<file path="src/rtl/rf_write_arbiter.sv">
// rtl/rf_write_arbiter.sv - two-requester arbiter for the register file write port
// Load wins same-address conflicts; otherwise round-robin. Winner is registered onto the write port.
module rf_write_arbiter #(
    parameter int W = 8,
    parameter int D = 3
) (
    input  logic         Clk,
    input  logic         Reset,
    input  logic         Stall,
    input  logic         AluValid,
    input  logic [D-1:0] AluAddr,
    input  logic [W-1:0] AluData,
    output logic         AluReady,
    input  logic         MemValid,
    input  logic [D-1:0] MemAddr,
    input  logic [W-1:0] MemData,
    output logic         MemReady,
    output logic         WriteEn,
    output logic [D-1:0] Waddr,
    output logic [W-1:0] DataIn,
    output logic         LastGrant
);

    logic         write_en_q, write_en_d;
    logic [D-1:0] waddr_q, waddr_d;
    logic [W-1:0] data_in_q, data_in_d;
    logic         last_grant_q, last_grant_d;

    logic both_valid;
    logic same_addr;
    logic alu_win;
    logic mem_win;

    assign both_valid = AluValid && MemValid;
    assign same_addr  = (AluAddr == MemAddr);

    // The load is older in program order, so on a shared destination it must land first.
    always_comb begin
        alu_win = 1'b0;
        mem_win = 1'b0;
        if (!Stall) begin
            if (both_valid) begin
                if (same_addr || !last_grant_q) begin
                    mem_win = 1'b1;
                end else begin
                    alu_win = 1'b1;
                end
            end else begin
                alu_win = AluValid;
                mem_win = MemValid;
            end
        end
    end

    assign AluReady = alu_win;
    assign MemReady = mem_win;

    always_comb begin
        write_en_d   = alu_win || mem_win;
        waddr_d      = waddr_q;
        data_in_d    = data_in_q;
        last_grant_d = last_grant_q;
        if (alu_win) begin
            waddr_d      = AluAddr;
            data_in_d    = AluData;
            last_grant_d = 1'b0;
        end else if (mem_win) begin
            waddr_d      = MemAddr;
            data_in_d    = MemData;
            last_grant_d = 1'b1;
        end
    end

    // LastGrant resets to the load path so the ALU takes the first contended grant.
    always_ff @(posedge Clk or posedge Reset) begin
        if (Reset) begin
            write_en_q   <= 1'b0;
            waddr_q      <= '0;
            data_in_q    <= '0;
            last_grant_q <= 1'b1;
        end else begin
            write_en_q   <= write_en_d;
            waddr_q      <= waddr_d;
            data_in_q    <= data_in_d;
            last_grant_q <= last_grant_d;
        end
    end

    assign WriteEn   = write_en_q;
    assign Waddr     = waddr_q;
    assign DataIn    = data_in_q;
    assign LastGrant = last_grant_q;

endmodule

</file>
<file path="config.mk">
export PLATFORM = sky130hd
export DESIGN_NAME = rf_write_arbiter
export DESIGN_NICKNAME = d
export VERILOG_FILES = /design/src/rtl/rf_write_arbiter.sv
export SDC_FILE = /design/constraint.sdc
export NUM_CORES = 1
export LEC_CHECK = 0
export BUFFER_PORTS_ARGS = -buffer_cell sky130_fd_sc_hd__clkbuf_2
export CAP_MARGIN = 20
export CORE_MARGIN = 1
export CORE_UTILIZATION = 40
export CTS_BUF_LIST = sky130_fd_sc_hd__clkbuf_2
export DETAILED_ROUTE_END_ITERATION = 8
export HOLD_SLACK_MARGIN = 0.03
export PLACE_DENSITY = 0.74
export RECOVER_POWER = 100
export SYNTH_ARGS = -nofsm -noshare
export SYNTH_HDL_FRONTEND = slang
export SYNTH_SLANG_ARGS = --single-unit
</file>
<file path="constraint.sdc">
create_clock -name Clk -period 1.7 [get_ports Clk]
set_input_delay 0.085 -clock Clk [delete_from_list [all_inputs] [get_ports Clk]]
set_output_delay 0.085 -clock Clk [all_outputs]
set_load 0.02 [all_outputs]
</file>
-- Word-level counts from Yosys, hierarchy flattened
Cells that the tools add are included.
Widths: inputs -> output; s select.
- flip-flop bits (word level): 13
- bits in latches: 0
- bits in writable memories: 0
- memory bits (read-only): 0
- input bits: 27
- output and inout bits: 15
- logic and storage cells: 22
- memories: 0
- $add $sub $neg: 0
- multiply operators: 0
- divide/modulo/power cells: 0
- $lt $le $gt $ge: 0
- equal/unequal tests: 1
- shift-type cells: 0
- multiplexer cells: 12
- bitwise logic cells: 0
- reductions and logical operators: 5
- operators by type and width (kind ; count):
    $mux 8 ; 2
    $mux 1 ; 8
    $mux 3 ; 2
    $eq 3x3->1 ; 1
    $logic_or 1x1->1 ; 2
    $reduce_bool 2->1 ; 1
    $logic_and 1x1->1 ; 1
    $logic_not 1->1 ; 1

-- Logic depth before layout (Yosys ltp)
- word-level depth: 7
- gate-level depth with buffers: 5
- gate-level depth less buffers: 4

-- Worst setup path after synthesis
No wires, ideal clock.
- kind: register to register
- from: register last_grant_q (netlist: LastGrant)
- to: register waddr_q[0] (netlist: Waddr[0])
- library setup time: 0.127 ns
- arrival time: 1.497 ns
- data required time: 1.573 ns
- setup slack: 0.076 ns
- stages on the path, launching flop included: 5
- buffers on the path: 0
- period minus slack after synthesis: 1.624 ns
- cell sequence: dfstp_2 inv_1 a31oi_4 a21oi_1 a221o_2
- longest elaborated chain between the ends: 6
- elaborated cells between the ends (all ways): 10
- those cells by class: 7 x mux; 3 x reduce/logical
- RTL lines (what ; line ; RTL):
    start: declaration ; 27 ; logic last_grant_q, last_grant_d;
    start signal: assignment ; 85 ; last_grant_q <= last_grant_d;
    $logic_not 1->1 ; 43 ; if (same_addr || !last_grant_q) begin
    $logic_or 1x1->1 ; 43 ;
    $mux 1 ; 43 ;
    $mux 1 ; 42 ; if (both_valid) begin
    $mux 1 ; 41 ; if (!Stall) begin
    via MemReady ; 17 ; output logic MemReady,
    $reduce_bool 2->1 (no source line) ; -- ;
    end signal: assignment ; 83 ; waddr_q <= waddr_d;
    end: declaration ; 25 ; logic [D-1:0] waddr_q, waddr_d;
The timed path passes the listed nets, and every way through them passes these cells.
A chain may end at the register's enable or synchronous reset.

-- Final worst setup path
- from: register last_grant_q (netlist: LastGrant)
- to: register waddr_q[1] (netlist: Waddr[1])
- longest elaborated chain between the ends: 6
- elaborated cells between the ends (all ways): 10
- those cells by class: 7 x mux; 3 x reduce/logical
- RTL lines (what ; line):
    $logic_not 1->1 (*) ; 43
    $logic_or 1x1->1 (*) ; 43
    $mux 1 ; 43
    $mux 1 ; 42
    $mux 1 ; 41
    $mux 3 / $reduce_bool 2->1 (equally long branches) ; --
Mark *: on every way between the ends. The rest lies on a longest branch, timed or not.

==> impl_metrics.toml <==
[grt]
grt_max_degree = 14
overflow = 0
grt_pass1_vias = 712
grt_use_total_pct = 20.3
grt_pass1_wl_um = 2910
antenna_found_initial = 0

[yosys]
ys.flop_type = "dfrtp_1"
synth_fp_nets = 95
synthTopCellsByArea = "dfrtp_1 (41%), a2111oi_0 (9.6%), a211o_1 (9.6%)"
synth_cell_types = 16
synth-seq-cells = 13
syn_area_um2 = 728
synth_edf_count = 0
ys_warn_count = 0
yosys.area.top_type_share_pct = 41.2
synth_most_common_cell = "inv_1"
yosysTopAreaCell = "dfrtp_1"
ys_seq_area_share_pct = 44.8
synth_cells = 68
synth_area_per_cell_um2 = 10.7
synth_common_cells = "inv_1 (13), dfrtp_1 (12), and2_1 (11)"
async_flop_share_pct = 100

[detailed_routing]
vias = 728
drtPass1Iterations = 4
wire_per_inst_um = 12.5
drcViolationCount = 0
drtAntennaViolNets = 0
drt_iter0_markers = 19
wl_um = 1860
routed_via_density = 4.92

[floorplanning]
rows = 15
num_io_pins = 42
coreArea_um2 = 1710
die_w_um = 44.7
die_height_um = 44.7
die-area_um2 = 1990
start_util_pct = 42.6

[placement]
place_congestion = 0.801
port-buffer-count = 41
post-dp-hpwl_um = 1300
dpl_worst_slack_ns = 0.176

[pwr]
ir_drop_mv = 0.560
p_per_area_nw_per_um2 = 800
power.total_uw = 845
leakage_uw = 0.000560

[cts]
clkTransAtPathRegs_ns = 0.12
clock_latency_ns = 0.27
cts_buffers = 3
cts-resized-gates = 0
cts_buffer_depth = 2
htreeDepth = 1
clock-root-buffer = "clkbuf_2"
cts.sinks = 13
cts_tree = "built"

[run]
cap_violations = 0

[worst_setup_path]
cpPeakStageDelay_ns = 0.43
critPathTopFamily = "compound AO/OA/AOI/OAI gates"
slowest_stage = "a221o_2"
critical_path_class = "reg -> reg"
worstPathMaxFanout = 12
r2r_slack_ns = 0.1
endpoint_kind = "flop"
cp.required_ns = 1.87
cp.buffers_inverters = 2
crit_arrival_ns = 1.77
path_cells = "inv_1 > a31oi_4 > o211a_2 > clkbuf_2 > a221o_2"
startpoint_type = "flop"

[sta]
setup_viol = 0
fin_tns_setup_ns = 0
max_freq_mhz = 623
maxSlewHeadroom_pct = 66.4
worstMarginPinSlew_ns = 0.498
skew_ns = 0.000742
rsz0062_at_grt = "no"
fin_crit_sh_pct = 94.4
maxSlewViolCount = 0
hold_violations = 0
period_needed_ns = 1.60
fin_ws_ns = 0.0959

[final_layout]
seqCellArea_um2 = 327
diodes = 0
area_growth_pct = 45.2
fillers = 168
drive_above_1_share_pct = 33.3
multi_input_comb_area_um2 = 327
finalNetCount = 151

[run_status]
status = "completed"

[min_path]
hp-class = "in -> reg"
through the flow:
step | instances | util, % | cell area [um2] | hold WS, ns
5_1_grt | 148 | 61.9 | 1060 | 0.0553
3_3_place_gp | 132 | 55.8 | 953 | 0.114
3_5_place_dp | 132 | 55.8 | 953 | 0.124
4_1_cts | 146 | 62.7 | 1070 | 0.0360
2_1_floorplan | 68 | - | 728 | -0.0388
6_report | 148 | 61.9 | 1060 | 0.0590
worst register-to-register path: stages, from the launching register on:
cell      delay, ns
dfstp_2        0.39
inv_1          0.10
a31oi_4        0.06
o211a_2        0.30
clkbuf_2       0.22
a221o_2        0.43
kinds of logic after synthesis:
| family | Yosys count | synth area share (%) |
|---|---|---|
| simple gates | 12 | 9.97 |
| compound gates | 24 | 31.3 |
| xor+xnor | 3 | 4.64 |
| buf+inv | 16 | 9.28 |
| flops | 13 | 44.8 |
where the power goes:
group	switching (uW)	internal, uW	leakage [uW]	total (uW)
clock network	99.3	62.4	0.0000166	162
registers	21.5	358	0.000159	379
logic	173	132	0.000384	304
total	293	552	0.000560	845
final timing paths:
kind,startpoint,endpoint,cells past startpoint
worst max-delay path,LastGrant,Waddr[1],5
worst min-delay path,MemValid,LastGrant,3
worst max register to register,LastGrant,Waddr[1],5
worst min register to register,LastGrant,LastGrant,2
max in group asynchronous,Reset,LastGrant,3
min in group asynchronous,Reset,Waddr[1],3
final cells by class:
type	count	share of cell area (%)
timing repair buffer	54	28.8
inverter	13	4.62
multi-input combinational	39	30.9
tap	25	2.96
sequential	13	30.9
clock buffer	4	1.89
cells in the final DEF, fill, tap and decap left out, types with 2 or more instances in the layout:
| cell | instances |
|---|---|
| a2111oi_0 | 8 |
| a211o_1 | 8 |
| a21oi_1 | 2 |
| a221o_2 | 3 |
| and2_1 | 11 |
| buf_4 | 3 |
| clkbuf_1 | 15 |
| clkbuf_2 | 31 |
| dfrtp_1 | 12 |
| dlygate4sd3_1 | 9 |
| inv_1 | 13 |
| xnor2_1 | 2 |
timing repair:
item / CTS / global route
pin swaps: 1 / 0
buffers inserted: 1 / 2
hold buffers: 9 / 0
hold endpoints to repair: 20 / 0
endpoints found under the setup margin: 1 / 2
routing by layer:
layer	GRT usage (%)	up-vias	wire length, um
met4	9.09	0	12
met3	4.49	2	145
met5	0	-	0
met2	34.1	33	859
met1	24.7	335	839
li1	-	358	-
flip-flops by register name, summed over array words and instances, names as in the netlist:
signal / flops
WriteEn: 1
Waddr: 3
DataIn: 8
LastGrant: 1
Power figures use the tool's default switching activity.
